--- config.mk ---
export PLATFORM = sky130hd
export DESIGN_NAME = boost_filter_nch
export DESIGN_NICKNAME = d
export VERILOG_FILES = /design/src/rtl/boost_filter_nch.sv
export SDC_FILE = /design/constraint.sdc
export NUM_CORES = 1
export LEC_CHECK = 0
export ABC_AREA = 1
export BUFFER_PORTS_ARGS = -buffer_cell sky130_fd_sc_hd__buf_2
export CAP_MARGIN = 5
export CELL_PAD_IN_SITES_DETAIL_PLACEMENT = 2
export CELL_PAD_IN_SITES_GLOBAL_PLACEMENT = 2
export CORE_MARGIN = 2
export CORE_UTILIZATION = 30
export CTS_CLUSTER_SIZE = 8
export DETAILED_ROUTE_END_ITERATION = 10
export HOLD_SLACK_MARGIN = 0.15
export PLACE_DENSITY_LB_ADDON = 0.12
export RECOVER_POWER = 100
export SETUP_SLACK_MARGIN = 0.2
export SYNTH_ARGS = -nofsm -noshare
export SYNTH_HDL_FRONTEND = slang
export SYNTH_SLANG_ARGS = --single-unit
--- constraint.sdc ---
create_clock -name clk -period 2.1 [get_ports clk]
set_input_delay 0.21 -clock clk [delete_from_list [all_inputs] [get_ports clk]]
set_output_delay 0.21 -clock clk [all_outputs]
set_load 0.1 [all_outputs]
--- src/rtl/boost_filter_nch.sv ---
// boost_filter_nch: N-channel 3x3 high-boost sharpening stage, 3-stage pipeline with global-enable backpressure
// Ports:
//   clk, rst_n                 clock, asynchronous active-low reset
//   in_valid/in_ready          input handshake, in_ready = !out_valid | out_ready
//   pixel, p1..p8              centre pixel and eight neighbours, CH channels of DW bits
//   bypass, in_sof, in_eol     per-sample bypass and frame sideband, travel with the sample
//   out_valid/out_ready        output handshake
//   result, out_sof, out_eol   sharpened pixel and aligned sideband
//   sat_cnt, sat_clr           clamp event counter and its clear (only with BOOST_SATCNT_EN)
module boost_filter_nch #(
    parameter int CH     = 3,
    parameter int DW     = 8,
    parameter int K      = 1,
    parameter int KSHIFT = 0
) (
    input  logic             clk,
    input  logic             rst_n,
    input  logic             in_valid,
    output logic             in_ready,
    input  logic [CH*DW-1:0] pixel,
    input  logic [CH*DW-1:0] p1,
    input  logic [CH*DW-1:0] p2,
    input  logic [CH*DW-1:0] p3,
    input  logic [CH*DW-1:0] p4,
    input  logic [CH*DW-1:0] p5,
    input  logic [CH*DW-1:0] p6,
    input  logic [CH*DW-1:0] p7,
    input  logic [CH*DW-1:0] p8,
    input  logic             bypass,
    input  logic             in_sof,
    input  logic             in_eol,
    output logic             out_valid,
    input  logic             out_ready,
    output logic [CH*DW-1:0] result,
    output logic             out_sof,
    output logic             out_eol
`ifdef BOOST_SATCNT_EN
    ,
    output logic [15:0]      sat_cnt,
    input  logic             sat_clr
`endif
);
    localparam int W = CH * DW;
    localparam logic signed [DW+7:0] KS = (DW+8)'(K);

    logic                   en;
    logic                   s1_v, s1_byp, s1_sof, s1_eol;
    logic [W-1:0]           s1_p;
    logic [CH-1:0][DW+2:0]  s1_s;
    logic                   s2_v, s2_byp, s2_sof, s2_eol;
    logic [W-1:0]           s2_p;
    logic [CH-1:0][DW+7:0]  s2_m;
    logic [CH-1:0][DW+2:0]  sum_w;
    logic [CH-1:0][DW+7:0]  m_w;
    logic [W-1:0]           res_w;
`ifdef BOOST_SATCNT_EN
    logic [CH-1:0]          clamp_w;
`endif

    // every stage advances together; a stalled output freezes the whole pipe
    assign en       = !out_valid || out_ready;
    assign in_ready = en;

    genvar c;
    generate
        for (c = 0; c < CH; c++) begin : g_ch
            logic [DW-1:0]        p, q;
            logic signed [DW+3:0] d;
            logic signed [DW+7:0] m, e;
            logic signed [DW+8:0] r;
            logic                 hi, lo;
            assign sum_w[c] = (DW+3)'(p1[c*DW +: DW]) + (DW+3)'(p2[c*DW +: DW])
                            + (DW+3)'(p3[c*DW +: DW]) + (DW+3)'(p4[c*DW +: DW])
                            + (DW+3)'(p5[c*DW +: DW]) + (DW+3)'(p6[c*DW +: DW])
                            + (DW+3)'(p7[c*DW +: DW]) + (DW+3)'(p8[c*DW +: DW]);
            assign p        = s1_p[c*DW +: DW];
            // 8*P is a pure shift of the registered centre pixel
            assign d        = $signed({1'b0, p, 3'b000}) - $signed({1'b0, s1_s[c]});
            assign m        = KS * $signed({{4{d[DW+3]}}, d});
            assign m_w[c]   = m;
            assign q        = s2_p[c*DW +: DW];
            assign e        = $signed(s2_m[c]) >>> KSHIFT;
            assign r        = $signed({9'd0, q}) + $signed({e[DW+7], e});
            assign lo       = r[DW+8];
            assign hi       = !r[DW+8] && (|r[DW+7:DW]);
            assign res_w[c*DW +: DW] = s2_byp ? q : lo ? '0 : hi ? '1 : r[DW-1:0];
`ifdef BOOST_SATCNT_EN
            assign clamp_w[c] = !s2_byp && (hi || lo);
`endif
        end
    endgenerate

    always_ff @(posedge clk or negedge rst_n) begin
        if (!rst_n) begin
            s1_v      <= 1'b0;
            s1_byp    <= 1'b0;
            s1_sof    <= 1'b0;
            s1_eol    <= 1'b0;
            s1_p      <= '0;
            s1_s      <= '0;
            s2_v      <= 1'b0;
            s2_byp    <= 1'b0;
            s2_sof    <= 1'b0;
            s2_eol    <= 1'b0;
            s2_p      <= '0;
            s2_m      <= '0;
            out_valid <= 1'b0;
            out_sof   <= 1'b0;
            out_eol   <= 1'b0;
            result    <= '0;
        end else if (en) begin
            s1_v      <= in_valid;
            s1_byp    <= bypass;
            s1_sof    <= in_sof;
            s1_eol    <= in_eol;
            s1_p      <= pixel;
            s1_s      <= sum_w;
            s2_v      <= s1_v;
            s2_byp    <= s1_byp;
            s2_sof    <= s1_sof;
            s2_eol    <= s1_eol;
            s2_p      <= s1_p;
            s2_m      <= m_w;
            out_valid <= s2_v;
            out_sof   <= s2_sof;
            out_eol   <= s2_eol;
            result    <= res_w;
        end
    end

`ifdef BOOST_SATCNT_EN
    logic [16:0] add, sum;

    always_comb begin
        add = '0;
        for (int i = 0; i < CH; i++) add = add + 17'(clamp_w[i]);
        sum = {1'b0, sat_cnt} + add;
    end

    always_ff @(posedge clk or negedge rst_n) begin
        if (!rst_n) sat_cnt <= '0;
        else if (sat_clr) sat_cnt <= '0;
        else if (en && s2_v) sat_cnt <= sum[16] ? 16'hFFFF : sum[15:0];
    end
`endif
endmodule

==> out/results.txt, run 1 <==
Status -> complete, but fails checks
Failing checks -> negative setup slack
Final hold violations -> 0
Pre-CTS WS -> -1.89 ns
Die ar. -> 0.0472 mm²
P per Cell Area -> 1910 mW/mm²
Sequential share of power -> 14.9%
Worst EP arrival -> 3.74 ns
First-pass GRT wire length -> 73900 µm
Post-synth EDFFs -> 0
Largest net degree at the start of global routing -> 116
Logic pwr share -> 76.4%
Routed len/inst -> 16.7 µm
Chip Height -> 217 µm
Post-synthesis net count -> 2157
I/O Buffers -> 250
Crit share post-route -> 164%
Wirelength, routed -> 45700 µm
Share of cells above drive strength 1 -> 34.4%
Worst-margin pin slew -> 1.47 ns
Worst skew pair latency -> 0.45 ns
CP cell instances -> buf_6, inv_4, fa_1, inv_2, fa_1, fa_1, inv_2, fa_1, inv_2, ha_4, buf_4, buf_4, buf_6, a31oi_4, nor2_2, o21ai_2, nand2_1, xnor2_1, o21ai_0
Clock slew at reported path FFs -> 0.06 ns
Switching power total -> 17.9 mW
Fill count -> 5083
Vias -> 12319
Worst vdd ir -> 0.00105 V
Switching part of the total -> 49.7%
Sequential fraction of the synthesis area -> 27.9%
FF+latch area -> 0.00381 mm²
Row count -> 78
Die W -> 217 µm
Highest Clock Rate -> 291 MHz
Crit path buf inv count -> 8
Tot Pwr -> 35.9 mW
Largest stage delay on the critical path -> 0.55 ns
Post-route antenna net violation count -> 0
Top cells by area, synth -> dfrtp_1 28%, fa_1 21%, inv_1 12%
Top-count cell post-synth -> inv_1
Crit path time final -> 3.43 ns
DRT iter0 DRCs -> 363
Min-Delay Path Depth -> 5
CP max FO -> 3
Hold crit path type -> input port to flip-flop
Synth Area per Inst -> 8.00 µm²
Via/cell ratio -> 4.50
H-tree levels -> 4
Slew Limit Fails -> 0
Synth top area share -> 27.9%
Multi-input gate area -> 0.00903 mm²
CTS tree -> done
Worst Clk Skew -> 0.00857 ns
# clock sinks -> 152
Final core occ -> 41.6%
CP delay by family, top -> adder cells
Mapped Cells -> 1706
CP Depth -> 19
Clock buffer depth -> 2
Post-synth top area cell -> dfrtp_1
Int Pwr -> 18.1 mW
Cell Area, Synth -> 0.0137 mm²
GRT overflow -> 0
CP required -> 2.40 ns
Slowest cell on crit path -> fa_1
Synth unique cells -> 38
# setup viols final -> 50
LEAKAGE -> 9.94 nW
Antenna violations before repair -> 1
CTS buffer count -> 17
Crit path launch type -> input port
Post-synth top cells -> 441 x inv_1, 371 x nand2_1, 152 x dfrtp_1
GRT Total Usage -> 19.6%
CP endpoint kind -> flip-flop
RSZ-0062 raised after global routing -> yes
Area Overhead vs Synth -> 37.8%
Final setup margin -> -1.33 ns
# IOs -> 251
Core area -> 0.0452 mm²
Initial DRT Pass Iterations -> 4
Routability congestion estimate -> 0.798
Worst R2R Path Depth -> 16
Max-Cap Viols -> 0
Top_reg_cell synth -> dfrtp_1
Root Buffer -> clkbuf_16
Initial core utilization -> 30.2%
Post-route DRC violation count -> 0
Yosys warns -> 0
Slew HR -> 2.12%
Worst hold slack -> 0.232 ns
Vias in the first global route -> 14222
Number of synthesized register bits -> 152
Power share of the clock group -> 8.7%
Hpwl dp -> 35500 µm
Critical path class -> input port to flip-flop
Nets -> 2575
FFs w/ async S/R, synth -> 100%
Cell mode on critical path -> fa_1
metal layers:
layer / up-vias / share of wire, % / track usage (%)
met3: 30 / 2.9 / 3.07
met1: 6131 / 44 / 24.9
li1: 5976 / - / -
met2: 182 / 52 / 35.4
met4: 0 / 1.1 / 3.65
met5: - / 0 / 0
final timing paths:
| path | from | endpoint | slack (ns) |
|---|---|---|---|
| max in group asynchronous | rst_n | s1_p[16]$_DFFE_PN0P_ | 0.18 |
| hold reg to reg | s1_eol$_DFFE_PN0P_ | s1_eol$_DFFE_PN0P_ | 0.49 |
| hold / removal | p8[16] | s1_s[22]$_DFFE_PN0P_ | 0.23 |
| min in group asynchronous | rst_n | s1_s[8]$_DFFE_PN0P_ | 0.87 |
| setup reg to reg | g_ch[2].e[0]$_DFFE_PN0P_ | result[18]$_DFFE_PN0P_ | -0.20 |
| setup / recovery | p3[18] | s1_s[29]$_DFFE_PN0P_ | -1.33 |
area by class of cell:
type                       instances  share of cell area [%]
multi-input combinational       1070                    48.0
sequential                       152                    20.3
timing repair buffer             436                    15.4
inverter                         447                    9.25
tap                              600                    3.99
clock buffer                      20                    2.37
clock inverter                     9                   0.685
antenna                            1                  0.0133
metrics by stage:
stage	std cells	instance area (µm²)	setup TNS (ns)
floorplan	1706	13900	-32.60
global placement	2628	16600	-43.11
detailed placement	2628	16600	-46.37
CTS	2703	18100	-28.73
global route	2734	18800	-39.34
finish	2735	18800	-31.33
power groups by stage:
stage | logic [mW] | clock network, mW | registers [mW]
finish | 27.4 | 3.14 | 5.34
global route | 30.5 | 3.34 | 5.52
CTS | 24.2 | 3.24 | 5.32
floorplan | 12.6 | 0 | 6.87
detailed placement | 22.0 | 0 | 5.34
global placement | 21.1 | 0 | 5.26
flip-flops by register name, indices dropped and copies added (netlist names):
register	flops
g_ch.e	36
out_eol	1
out_sof	1
out_valid	1
result	24
s1_byp	1
s1_eol	1
s1_p	24
s1_s	33
s1_sof	1
s1_v	1
s2_byp	1
s2_eol	1
s2_p	24
s2_sof	1
s2_v	1
cell usage in the layout (no fill, tap or decap), types with 5 or more instances in the layout:
cell,Yosys,layout
a21oi_1,73,55
a21oi_2,18,34
buf_2,8,230
buf_4,1,140
buf_6,1,28
clkbuf_16,0,17
dfrtp_1,152,147
dfrtp_2,0,5
dlygate4sd3_1,0,30
fa_1,144,130
fa_2,0,14
ha_1,84,57
ha_2,0,6
ha_4,0,21
inv_1,441,385
inv_2,3,50
inv_8,0,5
nand2_1,371,301
nand2_2,14,68
nand2_4,2,17
nand3_1,54,46
nand3_2,5,13
nand3b_1,7,7
nand4_1,14,14
nor2_1,63,55
nor2_2,9,11
nor2_4,1,7
nor3_2,0,8
o21ai_0,121,87
o21ai_1,6,26
o21ai_2,4,15
xnor2_1,24,19
xor2_1,18,18
kinds of logic (layout without fill, tap and decap cells):
logic type	count (synthesis)	count (layout)	synth area share, %
xor gates and xnor gates	42	42	2.69
other	0	1	0
AOI/OAI and AO/OA	248	248	10.1
DFF	152	152	27.9
adders and majority gates	228	228	28.8
buffers and inverters	484	912	13.5
and+or+nand+nor	552	552	17.1
tightest hold or removal path: cells and delay by family:
family	cells	cell delay, ns
adders and majority gates	2	0.23
buffers and inverters	1	0.08
AOI/OAI and AO/OA	1	0.06
and+or+nand+nor	1	0.05
timing repair:
action / 4_1_cts / 5_1_grt
endpoints found under the setup margin: 60 / 68
hold buffers: 30 / 0
gates resized for setup: 137 / 150
hold endpoints to repair: 180 / 0
setup buffers: 16 / 31
pin swaps: 45 / 63
Power figures use the tool's default switching activity.
==> run 2: changes to the inputs <==
--- a/config.mk
+++ b/config.mk
@@ -15,7 +15,7 @@
 export CTS_CLUSTER_SIZE = 8
 export DETAILED_ROUTE_END_ITERATION = 10
 export HOLD_SLACK_MARGIN = 0.15
-export PLACE_DENSITY_LB_ADDON = 0.12
+export PLACE_DENSITY = 0.77
 export RECOVER_POWER = 100
 export SETUP_SLACK_MARGIN = 0.2
 export SYNTH_ARGS = -nofsm -noshare
==> run 2 against run 1 <==
Net effect:
- the run still ends with negative setup slack left
- largest cell class unchanged
- highest routed layer is now met5
- global-route usage is 0.92 points higher
- register-to-register slack worse by 0.08 ns
- cell count unchanged
==> out/results.txt, run 2 (synthesized netlist as in run 1, its figures left out) <==
Max-Cap Viols -> 0 (unchanged)
Met1 WL -> 22000 µm (was 20000 µm)
Logic pwr share -> 76.8% (was 76.4%)
# placed instances -> 2617 (was 2628)
Most frequent cells in the layout -> 386 x inv_1, 300 x nand2_1, 224 x buf_2, 145 x dfrtp_1, 130 x fa_1 (was 385 x inv_1, 301 x nand2_1, 230 x buf_2, 147 x dfrtp_1, 140 x buf_4)
# setup viols final -> 48 (was 50)
Clock slew at reported path FFs -> 0.07 ns (was 0.06 ns)
Max FFs per register -> 36 (unchanged)
Worst Clk Skew -> 0.0169 ns (was 0.00857 ns)
Die W -> 217 µm (unchanged)
Initial core utilization -> 30.2% (unchanged)
Root Buffer -> clkbuf_16 (unchanged)
Core area -> 0.0452 mm² (unchanged)
Failing checks -> negative setup slack (unchanged)
Switching part of the total -> 51.0% (was 49.7%)
LEAKAGE -> 9.98 nW (was 9.94 nW)
DRT iter0 DRCs -> 459 (was 363)
CTS buffer count -> 17 (unchanged)
Row count -> 78 (unchanged)
Routed wl met3 -> 1390 µm (was 1340 µm)
Nets -> 2571 (was 2575)
R2r setup slk -> -0.28 ns (was -0.20 ns)
Routed wire length on met2 -> 28700 µm (was 23800 µm)
Worst skew pair latency -> 0.46 ns (was 0.45 ns)
CP max FO -> 2 (was 3)
Post-route DRC violation count -> 0 (unchanged)
Top Metal Used -> met5 (was met4)
Crit share post-route -> 173% (was 164%)
Hpwl dp -> 36700 µm (was 35500 µm)
First-pass GRT wire length -> 76300 µm (was 73900 µm)
Highest Clock Rate -> 275 MHz (was 291 MHz)
Critical path class -> input port to flip-flop (unchanged)
Vias in the first global route -> 14527 (was 14222)
Initial DRT Pass Iterations -> 4 (unchanged)
Via/cell ratio -> 4.68 (was 4.50)
Routability congestion estimate -> 0.844 (was 0.798)
I/O Buffers -> 250 (unchanged)
CTS tree -> done (unchanged)
Hold crit path type -> input port to flip-flop (unchanged)
Tot Pwr -> 38.2 mW (was 35.9 mW)
Die ar. -> 0.0472 mm² (unchanged)
Int Pwr -> 18.7 mW (was 18.1 mW)
CP endpoint kind -> flip-flop (unchanged)
Vias -> 12800 (was 12319)
Final core occ -> 42.1% (was 41.6%)
H-tree levels -> 4 (unchanged)
Area Overhead vs Synth -> 39.3% (was 37.8%)
# clock sinks -> 152 (unchanged)
Worst vdd ir -> 0.000770 V (was 0.00105 V)
Final setup TNS -> -33.29 ns (was -31.33 ns)
RSZ-0062 raised after global routing -> yes (unchanged)
FF+latch area -> 0.00381 mm² (about the same)
Clock buffer depth -> 2 (unchanged)
Non-filler cells, final -> 2735 (unchanged)
Final hold violations -> 0 (unchanged)
Fill count -> 4974 (was 5083)
Worst EP arrival -> 3.96 ns (was 3.74 ns)
Post-route antenna net violation count -> 0 (unchanged)
Most common cell after layout, fill and taps aside -> inv_1 (unchanged)
Switching power total -> 19.5 mW (was 17.9 mW)
CP required -> 2.43 ns (was 2.40 ns)
Slew HR -> 9.42% (was 2.12%)
Status -> complete, but fails checks (unchanged)
Largest net degree at the start of global routing -> 154 (was 116)
DP Area -> 0.0165 mm² (was 0.0166 mm²)
Pre-CTS WS -> -1.95 ns (was -1.89 ns)
Crit path time final -> 3.63 ns (was 3.43 ns)
Routed len/inst -> 19.6 µm (was 16.7 µm)
GRT Total Usage -> 20.5% (was 19.6%)
Final instance area -> 0.0190 mm² (was 0.0188 mm²)
GRT overflow -> 0 (unchanged)
Crit path launch type -> input port (unchanged)
Wirelength, routed -> 53700 µm (was 45700 µm)
Worst hold slack -> 0.256 ns (was 0.232 ns)
P per Cell Area -> 2010 mW/mm² (was 1910 mW/mm²)
Sequential share of power -> 14.3% (was 14.9%)
Share of cells above drive strength 1 -> 34.9% (was 34.4%)
# IOs -> 251 (unchanged)
Multi-input gate area -> 0.00916 mm² (was 0.00903 mm²)
Slew Limit Fails -> 0 (unchanged)
Antenna violations before repair -> 3 (was 1)
Final setup margin -> -1.53 ns (was -1.33 ns)
Chip Height -> 217 µm (unchanged)
Power share of the clock group -> 8.9% (was 8.7%)
Worst-margin pin slew -> 1.36 ns (was 1.47 ns)
==> run 2: cell types whose count changed in the layout (fill, tap and decap cells not counted), sizes merged <==
cell,before,now
buf,401,389
clkbuf,25,34
inv,443,446
clkinv,8,6
bufinv,3,4
clkinvlp,2,3
diode,1,2
dlygate4sd3,30,29
==> run 2: path summary, 6_finish.rpt <==
check                                     startpoint                endpoint  cells after the start
worst max-delay path                          p5[10]    s1_s[19]$_DFFE_PN0P_                     20
worst min-delay path                          p8[16]    s1_s[22]$_DFFE_PN0P_                      5
worst max register to register  s2_p[20]$_DFFE_PN0P_  result[23]$_DFFE_PN0P_                     15
worst min register to register   s1_s[7]$_DFFE_PN0P_     s1_s[7]$_DFFE_PN0P_                      2
max in group asynchronous                      rst_n   result[1]$_DFFE_PN0P_                      3
min in group asynchronous                      rst_n   out_valid$_DFFE_PN0P_                      2
==> run 2: final cells by class <==
type / instances / share of cell area [%]
Multi-Input combinational cell: 1070 / 48.2
Sequential cell: 152 / 20.0
Timing Repair Buffer: 432 / 15.4
Inverter: 447 / 9.14
Tap cell: 600 / 3.95
Clock buffer: 20 / 2.40
Clock inverter: 12 / 0.901
Antenna cell: 2 / 0.0263
==> run 2: critical path: stages <==
cell and delay (ns):
buf_6 0.08, inv_4 0.03, fa_1 0.59, inv_2 0.07, fa_2 0.47, fa_1 0.52, inv_1 0.06, fa_1 0.50
inv_2 0.05, ha_4 0.16, fa_2 0.38, nand3_2 0.09, nand2_2 0.06, nand2_2 0.09, nand2_2 0.08, a21oi_4 0.15
buf_4 0.14, nand2_2 0.04, nand3b_1 0.10, o21ai_1 0.10
==> run 2: repair_timing <==
action | CTS | global route
buffers inserted | 18 | 37
resized for setup | 131 | 176
endpoints found under the setup margin | 63 | 67
pin swaps | 44 | 78
endpoints found under the hold margin | 74 | 0
hold buffers | 29 | 0
==> run 2: routing by layer <==
metal | track usage (%) | vias to the layer above
li1 | - | 5973
met1 | 25.2 | 6479
met2 | 38.0 | 255
met3 | 2.28 | 91
met4 | 5.37 | 2
met5 | 0 | -
==> run 2: power groups by stage <==
| stage | clock network, mW | registers [mW] | logic, mW |
|---|---|---|---|
| 2_1_floorplan | 0 | 6.87 | 12.6 |
| 3_3_place_gp | 0 | 5.25 | 20.6 |
| 3_5_place_dp | 0 | 5.32 | 21.8 |
| 4_1_cts | 3.43 | 5.33 | 24.5 |
| 5_1_grt | 3.57 | 5.61 | 31.9 |
| 6_report | 3.42 | 5.46 | 29.3 |
